<file path="config.mk">
export PLATFORM = sky130hd
export DESIGN_NAME = regfile_write_arbiter_flat
export DESIGN_NICKNAME = d
export VERILOG_FILES = /design/src/rtl/regfile_write_arbiter_if.sv /design/src/rtl/regfile_write_arbiter.sv /design/src/flat_wrapper.sv
export SDC_FILE = /design/constraint.sdc
export NUM_CORES = 1
export LEC_CHECK = 0
export BUFFER_PORTS_ARGS = -buffer_cell sky130_fd_sc_hd__buf_2
export CAP_MARGIN = 40
export CORE_MARGIN = 2
export CORE_UTILIZATION = 40
export DETAILED_ROUTE_END_ITERATION = 8
export PLACE_DENSITY = 0.73
export SETUP_SLACK_MARGIN = 0.15
export SYNTH_ARGS = -nofsm -noshare
export SYNTH_HDL_FRONTEND = slang
export SYNTH_SLANG_ARGS = --single-unit
</file>
<file path="constraint.sdc">
create_clock -name clk -period 4.8 [get_ports clk]
set_input_delay 0.24 -clock clk [delete_from_list [all_inputs] [get_ports clk]]
set_output_delay 0.24 -clock clk [all_outputs]
set_load 0.05 [all_outputs]
</file>
<file path="src/rtl/regfile_write_arbiter_if.sv">
`default_nettype none
//----------------------------------------------------------------------------
// Module   : regfile_write_arbiter_if
// Purpose  : Bundles the writeback request bus, the issue/flush inputs and
//            the register-file write port of regfile_write_arbiter.
// Ports    : req_valid/req_ready/req_addr/req_data  writeback handshake
//            issue_valid/issue_addr                 busy-mark at issue
//            flush                                  pipeline flush
//            rf_we/rf_addr/rf_data                  register_file write port
//            busy                                   per-register scoreboard
// Modports : master = writeback sources / pipeline side
//            slave  = arbiter side
// Revision : 1.0  initial release
//----------------------------------------------------------------------------
interface regfile_write_arbiter_if #(
    parameter int REGISTERS  = 32,
    parameter int WIDTH      = 32,
    parameter int REQUESTERS = 3,
    parameter int AW         = $clog2(REGISTERS)
) ();
    logic [REQUESTERS-1:0]       req_valid;
    logic [REQUESTERS-1:0]       req_ready;
    logic [REQUESTERS*AW-1:0]    req_addr;
    logic [REQUESTERS*WIDTH-1:0] req_data;
    logic                        issue_valid;
    logic [AW-1:0]               issue_addr;
    logic                        flush;
    logic                        rf_we;
    logic [AW-1:0]               rf_addr;
    logic [WIDTH-1:0]            rf_data;
    logic [REGISTERS-1:0]        busy;

    modport master (
        output req_valid, req_addr, req_data, issue_valid, issue_addr, flush,
        input  req_ready, rf_we, rf_addr, rf_data, busy
    );

    modport slave (
        input  req_valid, req_addr, req_data, issue_valid, issue_addr, flush,
        output req_ready, rf_we, rf_addr, rf_data, busy
    );
endinterface
`default_nettype wire

</file>
<file path="src/rtl/regfile_write_arbiter.sv">
`default_nettype none
//----------------------------------------------------------------------------
// Module   : regfile_write_arbiter
// Purpose  : Round-robin arbiter sharing the single register-file write port
//            between REQUESTERS writeback sources, with a registered output
//            stage and a per-register busy scoreboard for hazard stalls.
// Ports    : clk  - clock, rising edge
//            rst  - asynchronous active-high reset
//            bus  - regfile_write_arbiter_if.slave (requests, issue, flush,
//                   register-file write port, busy vector)
// Revision : 1.0  initial release
//----------------------------------------------------------------------------
module regfile_write_arbiter #(
    parameter int REGISTERS  = 32,
    parameter int WIDTH      = 32,
    parameter int REQUESTERS = 3
) (
    input  wire logic             clk,
    input  wire logic             rst,
    regfile_write_arbiter_if.slave bus
);
    localparam int AW   = $clog2(REGISTERS);
    localparam int IDXW = $clog2(REQUESTERS);
    localparam logic [IDXW-1:0] c_last_rst = IDXW'(REQUESTERS - 1);

    // Per-requester views of the flattened address/data buses
    logic [AW-1:0]    w_addr [REQUESTERS];
    logic [WIDTH-1:0] w_data [REQUESTERS];

    generate
        for (genvar gi = 0; gi < REQUESTERS; gi++) begin : g_unpack
            assign w_addr[gi] = bus.req_addr[gi*AW +: AW];
            assign w_data[gi] = bus.req_data[gi*WIDTH +: WIDTH];
        end
    endgenerate

    logic [IDXW-1:0]       r_last_grant;
    logic                  r_rf_we;
    logic [AW-1:0]         r_rf_addr;
    logic [WIDTH-1:0]      r_rf_data;
    logic [REGISTERS-1:0]  r_busy;

    logic [REQUESTERS-1:0] w_grant;
    logic [IDXW-1:0]       w_win_idx;
    logic [IDXW-1:0]       w_cand;
    logic                  w_found;
    logic                  w_xfer;
    logic [REGISTERS-1:0]  w_busy_next;

    // Round-robin search: candidates are visited starting one past the last
    // winner and wrapping, so the previous winner has lowest priority.
    always_comb begin
        w_grant   = '0;
        w_win_idx = '0;
        w_cand    = '0;
        w_found   = 1'b0;
        for (int k = 1; k <= REQUESTERS; k++) begin
            w_cand = IDXW'((int'(r_last_grant) + k) % REQUESTERS);
            if (!w_found && bus.req_valid[w_cand]) begin
                w_found   = 1'b1;
                w_win_idx = w_cand;
            end
        end
        // No grant while flushing, and none while held in reset
        if (bus.flush || rst) begin
            w_found = 1'b0;
        end
        if (w_found) begin
            w_grant[w_win_idx] = 1'b1;
        end
    end

    assign w_xfer        = w_found;
    assign bus.req_ready = w_grant;

    // Scoreboard update order matters: clear first, then set so that a new
    // producer issued in the same cycle as the old one retires stays busy,
    // then flush overrides everything. Register 0 is never busy.
    always_comb begin
        w_busy_next = r_busy;
        if (r_rf_we) begin
            w_busy_next[r_rf_addr] = 1'b0;
        end
        if (bus.issue_valid && (bus.issue_addr != '0)) begin
            w_busy_next[bus.issue_addr] = 1'b1;
        end
        if (bus.flush) begin
            w_busy_next = '0;
        end
        w_busy_next[0] = 1'b0;
    end

    always_ff @(posedge clk or posedge rst) begin
        if (rst) begin
            r_last_grant <= c_last_rst;
            r_rf_we      <= 1'b0;
            r_rf_addr    <= '0;
            r_rf_data    <= '0;
            r_busy       <= '0;
        end else begin
            r_busy <= w_busy_next;
            if (w_xfer) begin
                r_last_grant <= w_win_idx;
                r_rf_addr    <= w_addr[w_win_idx];
                r_rf_data    <= w_data[w_win_idx];
                // x0 writes are accepted but never reach the register file
                r_rf_we      <= (w_addr[w_win_idx] != '0);
            end else begin
                r_rf_we <= 1'b0;
            end
        end
    end

    assign bus.rf_we   = r_rf_we;
    assign bus.rf_addr = r_rf_addr;
    assign bus.rf_data = r_rf_data;
    assign bus.busy    = r_busy;

endmodule
`default_nettype wire

</file>
<file path="src/flat_wrapper.sv">
// flat-port wrapper written by rule: the top's interface ports become plain ports
module regfile_write_arbiter_flat 
#(
    parameter int REGISTERS  = 32,
    parameter int WIDTH      = 32,
    parameter int REQUESTERS = 3
)
  (clk, rst, bus_req_valid, bus_req_addr, bus_req_data, bus_issue_valid, bus_issue_addr, bus_flush, bus_req_ready, bus_rf_we, bus_rf_addr, bus_rf_data, bus_busy);
  regfile_write_arbiter_if #(.REGISTERS(REGISTERS), .WIDTH(WIDTH), .REQUESTERS(REQUESTERS), .AW((5))) bus_i ();
  input  wire logic clk;
  input  wire logic rst;
  input wire logic [$bits(bus_i.req_valid)-1:0] bus_req_valid;
  input wire logic [$bits(bus_i.req_addr)-1:0] bus_req_addr;
  input wire logic [$bits(bus_i.req_data)-1:0] bus_req_data;
  input wire logic [$bits(bus_i.issue_valid)-1:0] bus_issue_valid;
  input wire logic [$bits(bus_i.issue_addr)-1:0] bus_issue_addr;
  input wire logic [$bits(bus_i.flush)-1:0] bus_flush;
  output wire logic [$bits(bus_i.req_ready)-1:0] bus_req_ready;
  output wire logic [$bits(bus_i.rf_we)-1:0] bus_rf_we;
  output wire logic [$bits(bus_i.rf_addr)-1:0] bus_rf_addr;
  output wire logic [$bits(bus_i.rf_data)-1:0] bus_rf_data;
  output wire logic [$bits(bus_i.busy)-1:0] bus_busy;
  assign bus_i.req_valid = bus_req_valid;
  assign bus_i.req_addr = bus_req_addr;
  assign bus_i.req_data = bus_req_data;
  assign bus_i.issue_valid = bus_issue_valid;
  assign bus_i.issue_addr = bus_issue_addr;
  assign bus_i.flush = bus_flush;
  assign bus_req_ready = bus_i.req_ready;
  assign bus_rf_we = bus_i.rf_we;
  assign bus_rf_addr = bus_i.rf_addr;
  assign bus_rf_data = bus_i.rf_data;
  assign bus_busy = bus_i.busy;
  regfile_write_arbiter #(.REGISTERS(REGISTERS), .WIDTH(WIDTH), .REQUESTERS(REQUESTERS)) u_core (.clk(clk), .rst(rst), .bus(bus_i));
endmodule
</file>
==> results of run 1 <==
-- power breakdown --
part	internal, mW	leakage, nW	total [mW]	switching [mW]
combinational	0.730	1.88	2.12	1.39
sequential	0.767	0.925	0.912	0.146
clock	0.201	0.0853	0.426	0.225
total	1.70	2.89	3.46	1.76
-- per-layer routing --
| metal | up-vias | wire [um] | track usage [%] |
|---|---|---|---|
| li1 | 1886 | - | - |
| met1 | 1831 | 4730 | 26.3 |
| met2 | 223 | 5930 | 35.3 |
| met3 | 27 | 1050 | 4.82 |
| met4 | 0 | 252 | 7.90 |
| met5 | - | 0 | 0 |
-- cells by family (layout without fill, tap and decap cells) --
group | Yosys count | in the layout | share of synthesized area, %
AOI/OAI and AO/OA | 150 | 150 | 23.9
adders and majority gates | 4 | 4 | 1.22
buffers and inverters | 40 | 224 | 6.31
DFF | 71 | 71 | 43.3
muxes | 46 | 46 | 11.8
other | 1 | 1 | 0.0913
and+or+nand+nor | 111 | 111 | 13.4
-- final timing paths --
| kind | from | end | slack (ps) | cells past startpoint |
|---|---|---|---|---|
| min in group clk | bus_req_addr[14] | u_core.bus.rf_addr[4] | 240 | 3 |
| hold / removal | rst | u_core.bus.rf_data[1] | 5 | 3 |
| setup / recovery | u_core.r_last_grant[1] | bus_req_ready[1] | 1310 | 9 |
| setup reg to reg | u_core.r_last_grant[0] | u_core.bus.rf_we | 1460 | 9 |
| hold reg to reg | u_core.bus.rf_data[28] | u_core.bus.rf_data[28] | 470 | 1 |
| max in group asynchronous | rst | u_core.bus.rf_data[31] | 4260 | 4 |
-- area by class of cell --
class | count | area (um^2)
Fill cell | 916 | 4600
Inverter | 9 | 33.8
Clock inverter | 5 | 33.8
Clock buffer | 11 | 141
Sequential cell | 71 | 1780
Timing Repair Buffer | 199 | 1020
Multi-Input combinational cell | 312 | 2090
Tap cell | 133 | 166
-- flip-flops by register name (all words and copies together) (netlist names) --
name	count
u_core.bus.rf_data	32
u_core.bus.busy	31
u_core.bus.rf_addr	5
u_core.r_last_grant	2
u_core.bus.rf_we	1
-- Yosys cell counts (all sizes together) --
cell     count
o2bb2a       1
a21boi       1
nand3b       5
or2b         1
a21oi       34
a211oi      34
and2b        1
o41a         1
nand3        2
a2111oi      1
dfrtp       70
o22ai        4
a311o        1
nor3b        4
a21o        34
nand2       39
o221ai       1
o21ai       34
or3          3
o311ai       1
ha           4
a32oi        1
buf         12
dfstp        1
nor2b        1
and3b        3
mux2         6
clkbuf      19
and3         5
nand2b       3
conb         1
a41oi        1
mux2i       40
a221oi       1
or3b         4
nor3         2
nor2        38
inv          9
-- stage by stage --
step / hold slack [ps] / worst slack, ps / power, mW
2_1_floorplan: 303 / 1310 / 2.77
3_3_place_gp: 456 / 1680 / 2.99
3_5_place_dp: 386 / 1450 / 3.05
4_1_cts: 10.2 / 1290 / 3.48
5_1_grt: 25.9 / 1130 / 3.65
6_report: 4.91 / 1310 / 3.46
-- critical path, cell delays in order (launching register included) --
cell and delay [ps]:
dfstp_2 550, inv_1 70, ha_1 300, mux2i_1 170, o22ai_1 310, inv_1 100, a311o_2 550, nand2b_4 210
a211oi_1 320, buf_2 330
==> metrics.cfg, run 1 <==
[global_route]
gr-total-overflow=0
grt_pass1_vias=3743
grt_pass1_wl_um=18600
grtUsageTotal_pct=21.0
grt_max_degree=57
antenna_found_initial=0

[cells_and_area]
syn_to_final_growth_pct=28.1
drive_above_1_share_pct=38.9
final_util_pct=53.3
stdcell_count=740
stdcell_area_um2=5260
antenna_cells=0
final_cell_mix=buf_2, dfrtp_1, mux2i_1, nand2_1, nor2_1
nNetsFinal=729
final_common_cell=buf_2

[critical_path]
crit_required_ps=4560
critPathArrivalTime_ps=3250
start_kind=register
worstSetupEndpointType=output pin
cp_max_fo=23
crit_type=register to output pin

[logic_synthesis]
yosys_warnings=0
netlist_instances=423
synth_nets=550
synth_seq_area_share_pct=43.3
syn_avg_cell_area_um2=9.71
synth_area_um2=4110
ys_ff_latch=71
synth_cell_types=51
yosysTopAreaCell=dfrtp_1
yosys-top-cells-area=dfrtp_1, mux2i_1, a211oi_1, a21o_1, o21ai_0
synth_top_area_share_pct=42.6

[placed_design]
placed_cell_area_um2=5090
place_inst=724
dp_hpwl_um=9170
gp_congestion=0.957
port_buffers=194

[sta]
hold_violations=0
fin_crit_ps=3490
tightest_slew_ps=871
min_period_over_period_pct=72.7
slew_headroom_pct=41.9
skew_ps=9.29
rsz0062_at_grt=false
clock.fmax_ghz=0.286
fin_setup_tns_ps=0
finalSetupViolations=0
drv_slew=0

[clocking]
cts.sinks=71
cts_setup_buffers=0
clock_latency_ps=340
clockBufferDepth=2
cts_made_buffers=9
cts_resized=0
clkTransAtPathRegs_ps=80
cts_hold_buf=0
h-tree-depth=3
tritoncts=yes
clockRootBuffer=clkbuf_8

[route]
drt_iter0_drc=208
drc=0
drtPass1Iterations=5
ant_nets=0
vias_per_cell=5.36
vias=3967
wirelength_um=12000
wl_per_cell_um=16.2

[job]
drv_cap=0

[floorplan]
ios=196
start_util_pct=41.6
row_count=36
dieWidth_um=105
fp.dieArea_um2=11100
dieHeight_um=105
coreArea_um2=9860

[power]
powerDensity_nw_per_um2=657
ir_drop_uv=475
p_leak_nw=2.89

[outcome]
status=finished clean

[hold_path]
hold_path.class=input pin to asynchronous set/reset pin

(Power assumes the default switching activity.)
==> inputs of run 2 (changes only) <==
--- a/config.mk
+++ b/config.mk
@@ -10,7 +10,7 @@
 export CORE_MARGIN = 2
 export CORE_UTILIZATION = 40
 export DETAILED_ROUTE_END_ITERATION = 8
-export PLACE_DENSITY = 0.73
+export PLACE_DENSITY = 0.75
 export SETUP_SLACK_MARGIN = 0.15
 export SYNTH_ARGS = -nofsm -noshare
 export SYNTH_HDL_FRONTEND = slang
==> constraint.sdc (replaced) <==
create_clock -name clk -period 3.1 [get_ports clk]
set_input_delay 0.155 -clock clk [delete_from_list [all_inputs] [get_ports clk]]
set_output_delay 0.155 -clock clk [all_outputs]
set_load 0.05 [all_outputs]
==> run 2 against run 1 <==
  * Register-to-register slack worse by 1200 ps
  * Die area is the same
  * Clock power rose by 67%
  * Worst setup slack lost 1100 ps
  * Power rose by 67%
  * Wire length rose by 1.9%
  * Core utilization rose by 1.7 points
  * Count of clock-buffer cells in the layout decreased by 2
  * Global-route usage is 0.68 points higher
  * Critical path depth did not move
  * Design area is 3.2% higher
==> metrics.cfg, run 2 (same netlist as run 1, synthesis figures left out) <==
[placed_design]
dp_hpwl_um=9080  ; -0.97%
port_buffers=194  ; unchanged
placed_cell_area_um2=5120  ; +0.69%
place_inst=726  ; +0.28%
dpl_worst_slack_ps=92.2  ; -1360 ps
gp_congestion=0.952  ; -0.50%

[critical_path]
worstSetupEndpointType=output pin
cp-startpoint=u_core.r_last_grant[1]
crit_required_ps=2940  ; -1620 ps
reg2reg_from=u_core.r_last_grant[1]
path_cells=inv_1, ha_2, mux2i_1, o22ai_4, inv_1, a311o_2, nand2b_4, nor2_1, buf_2
critPathArrivalTime_ps=2710  ; -540 ps
start_kind=register
cpPeakStageDelay_ps=570  ; +20 ps
cp_max_fo=6  ; -74%
timing.critical_path.mode_cell=inv_1
cpMaxStageDelayCell=dfstp_2
crit_type=register to output pin

[route]
wl_per_cell_um=16.4  ; +1.2%
drc=0  ; unchanged
ant_nets=0  ; unchanged
vias_per_cell=5.38  ; +0.36%
drtPass1Iterations=4  ; -1
wirelength_um=12200  ; +1.9%
drt_iter0_drc=170  ; -18%
vias=4008  ; +1.0%

[cells_and_area]
nNetsFinal=735  ; +0.82%
final_cell_mix=buf_2, dfrtp_1, nand2_1
stdcell_area_um2=5430  ; +3.2%
syn_to_final_growth_pct=32.2
antenna_cells=0  ; unchanged
drive_above_1_share_pct=41.2  ; +2.3 points
largest_register_ffs=32  ; unchanged
seqCellArea_um2=1780  ; unchanged
fill_cells=909  ; -0.76%
final_util_pct=55.0  ; +1.7 points
multi_input_area_um2=2180  ; +4.3%
final_common_cell=buf_2
stdcell_count=745  ; +0.68%

[clocking]
clockBufferDepth=2  ; unchanged
clkTransAtPathRegs_ps=70  ; about the same
cts_made_buffers=9  ; unchanged
clockRootBuffer=clkbuf_8
tritoncts=yes
cts.sinks=71  ; unchanged
h-tree-depth=3  ; unchanged
clock_latency_ps=340  ; about the same

[power]
ir_drop_uv=897  ; +89%
powerDensity_nw_per_um2=1060  ; +62%
p_leak_nw=2.94  ; +1.7%
fin_total_pwr_mw=5.78  ; +67%

[global_route]
grt_max_degree=78  ; +37%
gr-total-overflow=0  ; unchanged
met3_usage_pct=3.40  ; -1.4 points
antenna_found_initial=0  ; unchanged
grt_pass1_wl_um=19300  ; +3.7%
grt_pass1_vias=3948  ; +5.5%
met1_usage_pct=27.1  ; +0.79 points
grtUsageTotal_pct=21.7  ; +0.68 points
use_met2_pct=37.3  ; +2.1 points
busiest_layer=met2

[hold_path]
min_from=bus_req_addr[11]
hold_path.class=input pin to register

[sta]
finalSetupViolations=0  ; unchanged
holdWs_ps=175  ; +170 ps
fin_crit_ps=2860
fin_setup_tns_ps=0  ; unchanged
skew_ps=8.16  ; -1.13 ps
min_period_over_period_pct=92.4
tightest_slew_ps=923  ; +52.0 ps
rsz0062_at_grt=false
clock.fmax_ghz=0.349
setup_slack_ps=235  ; -1070 ps
hold_violations=0  ; unchanged
drv_slew=0  ; unchanged
slew_headroom_pct=38.3  ; -3.6 points

[floorplan]
row_count=36  ; unchanged
ios=196  ; unchanged
start_util_pct=41.6  ; unchanged
dieWidth_um=105  ; unchanged
dieHeight_um=105  ; unchanged
coreArea_um2=9860  ; unchanged
fp.dieArea_um2=11100  ; unchanged

[outcome]
status=finished clean

[job]
drv_cap=0  ; unchanged

[run 2: cell count changes in the layout (fill, tap and decap cells not counted), moves of 2 or more]
cell	change
mux2i_1	-2
buf_2	-3
o22ai_1	-2
mux2i_2	+2
buf_6	+2
buf_4	+4
clkinvlp_4	-2
ha_1	-2
[run 2: layout make-up]
class                   count  area share [%]
multi-input cells         313            40.1
clock buffers               9            2.28
well taps                 133            3.07
clock inverters             6            1.15
inverters                   9           0.622
repair buffers            204            20.0
flip-flops and latches     71            32.7
[run 2: critical path: cells and delay by family (launching register included)]
kind / cells / cell delay (ps)
muxes: 1 / 190
adders and majority gates: 1 / 260
buffers and inverters: 3 / 450
and+or+nand+nor: 2 / 300
AOI/OAI and AO/OA: 2 / 610
DFF: 1 / 570
[run 2: path summary, 6_finish.rpt]
| check | endpoint | slack (ps) | depth (start not counted) |
|---|---|---|---|
| setup / recovery | bus_req_ready[0] | 240 | 9 |
| hold / removal | u_core.bus.rf_addr[1] | 170 | 3 |
| setup reg to reg | u_core.bus.rf_we | 250 | 9 |
| hold reg to reg | u_core.bus.rf_data[30] | 470 | 1 |
| max in group asynchronous | u_core.bus.rf_data[6] | 1820 | 4 |
| min in group asynchronous | u_core.bus.rf_data[28] | 460 | 3 |
[run 2: power breakdown]
part | internal [mW] | switching, mW | total (mW)
Combinational | 1.36 | 2.30 | 3.66
Clock | 0.366 | 0.347 | 0.713
Sequential | 1.19 | 0.219 | 1.41
Total | 2.91 | 2.87 | 5.78
[run 2: timing repair]
action	4_1_cts	5_1_grt
gates cloned	0	1
endpoints found under the hold margin	26	0
gates resized for setup	4	16
pin swaps	1	3
hold buffers	1	0
setup endpoints to repair	12	30
buffers inserted	1	1
[run 2: metal layers]
layer | vias to the layer above | part of all wire [%]
li1 | 1904 | -
met1 | 1874 | 41
met2 | 214 | 49
met3 | 16 | 8.0
met4 | 0 | 1.5
met5 | - | 0
==> inputs of run 3 (changes only) <==
==> constraint.sdc (replaced) <==
create_clock -name clk -period 3.1 [get_ports clk]
set_input_delay 0.155 -clock clk [delete_from_list [all_inputs] [get_ports clk]]
set_output_delay 0.155 -clock clk [all_outputs]
set_load 0.01 [all_outputs]
==> run 3 against run 2 <==
  * Largest cell class unchanged
  * Cell count increased by 0.27%
  * First-iteration DRC count increased by 48%
  * Worst setup slack got worse by 9.0 ps
  * Critical path type is now register to register
  * Critical endpoint is now u_core.bus.rf_we
==> metrics.cfg, run 3 (same netlist as run 1, synthesis figures left out) <==
[hold_path]
hold_path.class=input pin to register
whs_endpoint=u_core.bus.rf_addr[1]
min_from=bus_req_addr[11]
hold_depth=3  ; unchanged

[global_route]
antenna_found_initial=0  ; unchanged
grt_pass1_vias=3956  ; +0.20%
grt_max_degree=78  ; unchanged
grt_pass1_wl_um=19100  ; -0.93%
grtUsageTotal_pct=21.6  ; -0.075 points
gr-total-overflow=0  ; unchanged

[cells_and_area]
nNetsFinal=736  ; +0.14%
drive_above_1_share_pct=40.6  ; -0.62 points
stdcell_area_um2=5410  ; -0.37%
antenna_cells=0  ; unchanged
syn_to_final_growth_pct=31.7
final_cell_mix=buf_2, dfrtp_1, nand2_1
final_common_cell=buf_2
fill_cells=914  ; +0.55%
largest_register_ffs=32  ; unchanged

[critical_path]
reg2reg_slack_ps=230  ; -20 ps
worstSetupEndpointType=register
cp_max_fo=8  ; +2
reg2reg_from=u_core.r_last_grant[0]
r2r_cells=9  ; unchanged
critPathArrivalTime_ps=3080  ; +370 ps
crit_type=register to register
timing.rr.end=u_core.bus.rf_we
crit_required_ps=3300  ; +360 ps
start_kind=register

[power]
pwr-share-comb_pct=55.8  ; -7.5 points
clockPowerShare_pct=15.7  ; +3.4 points
ir_drop_uv=577  ; -36%
p_leak_nw=2.94  ; +0.21%
intPower_mw=2.91  ; about the same
p_seq_share_pct=28.5  ; +4.1 points
sw_frac_of_total_pct=41.0  ; -8.6 points
p_sw_mw=2.03  ; -29%
powerDensity_nw_per_um2=912  ; -14%

[route]
ant_nets=0  ; unchanged
wirelength_um=12000  ; -1.4%
drtPass1Iterations=5  ; +1
vias_per_cell=5.38  ; about the same
drt_iter0_drc=252  ; +48%
vias=4016  ; +0.20%
drc=0  ; unchanged
wl_per_cell_um=16.1  ; -1.7%

[clocking]
cts_made_buffers=9  ; unchanged
clockRootBuffer=clkbuf_8
cts.sinks=71  ; unchanged
clockBufferDepth=2  ; unchanged
clkTransAtPathRegs_ps=70  ; about the same
h-tree-depth=3  ; unchanged
tritoncts=yes
clock_latency_ps=340  ; about the same

[sta]
fin_crit_ps=2870  ; +9.01 ps
fin_setup_tns_ps=0  ; unchanged
drv_slew=0  ; unchanged
tightest_slew_ps=746  ; -177 ps
setup_slack_ps=226  ; -9.01 ps
min_period_over_period_pct=92.7  ; +0.29 points
hold_violations=0  ; unchanged
slew_headroom_pct=50.2  ; +12 points
clock.fmax_ghz=0.348  ; -0.31%
skew_ps=6.61  ; -1.54 ps
rsz0062_at_grt=true
holdWs_ps=166  ; -9.12 ps
finalSetupViolations=0  ; unchanged

[job]
drv_cap=0  ; unchanged

[placed_design]
placed_cell_area_um2=5120  ; unchanged
dp_hpwl_um=9040  ; -0.42%
dpl_worst_slack_ps=11.6  ; -80.6 ps
gp_congestion=0.973  ; +2.2%
port_buffers=194  ; unchanged

[floorplan]
dieWidth_um=105  ; unchanged
fp.dieArea_um2=11100  ; unchanged
start_util_pct=41.6  ; unchanged
dieHeight_um=105  ; unchanged
row_count=36  ; unchanged
coreArea_um2=9860  ; unchanged
ios=196  ; unchanged

[outcome]
status=finished clean

-- run 3: changes by cell type in the layout (fill, tap and decap cells not counted), sizes merged --
cell	change
buf	+2
or3	-1
clkinv	-3
clkbuf	+4
-- run 3: power groups by stage --
stage	logic, mW	registers (mW)	clock network (mW)
after floorplan	2.05	1.47	0
after global placement	2.55	1.40	0
after detailed placement	2.65	1.42	0
after CTS	2.69	1.40	0.789
after global routing	2.99	1.44	0.834
final	2.76	1.41	0.773
-- run 3: metal layers --
layer | up-vias | GRT usage (%) | share of wire [%]
met5 | - | 0 | 0
met4 | 0 | 9.43 | 2.6
met3 | 29 | 4.02 | 8.0
met2 | 223 | 36.7 | 49
met1 | 1869 | 26.7 | 40
li1 | 1895 | - | -
-- run 3: how the worst max path moves through the flow --
stage                                       from                      to
final                     u_core.r_last_grant[0]        u_core.bus.rf_we
after global routing      u_core.r_last_grant[0]   u_core.bus.rf_data[8]
after floorplan           u_core.r_last_grant[1]  u_core.r_last_grant[0]
after global placement    u_core.r_last_grant[0]        u_core.bus.rf_we
after detailed placement  u_core.r_last_grant[0]        u_core.bus.rf_we
after CTS                 u_core.r_last_grant[0]        u_core.bus.rf_we
-- run 3: per-stage QoR --
| stage | power (mW) | util [%] | cells |
|---|---|---|---|
| 5_1_grt | 5.27 | 54.8 | 747 |
| 2_1_floorplan | 3.52 | - | 423 |
| 4_1_cts | 4.88 | 54.3 | 745 |
| 3_5_place_dp | 4.07 | 51.9 | 727 |
| 3_3_place_gp | 3.95 | 51.9 | 726 |
| 6_report | 4.94 | 54.8 | 747 |
-- run 3: worst max-delay path: stages (launching register included) --
cell     delay [ps]
dfrtp_1         400
inv_1            80
ha_2            450
inv_2           110
o41a_1          430
o22ai_1         250
or3_4           270
mux2_1          340
mux2i_1         240
a41oi_1         140
-- run 3: final cells by class --
class,count,area (um^2),share of cell area (%)
clock inverter,3,40.0,0.740
tap,133,166,3.08
multi-input combinational,312,2120,39.3
sequential,71,1780,32.9
timing repair buffer,206,1100,20.3
inverter,9,33.8,0.625
clock buffer,13,169,3.12
-- run 3: timing repair --
| action | 4_1_cts | 5_1_grt |
|---|---|---|
| buffers inserted | 1 | 2 |
| hold buffers | 1 | 0 |
| endpoints found under the setup margin | 27 | 38 |
| pin swaps | 1 | 2 |
| resized for setup | 2 | 9 |
| endpoints found under the hold margin | 34 | 0 |
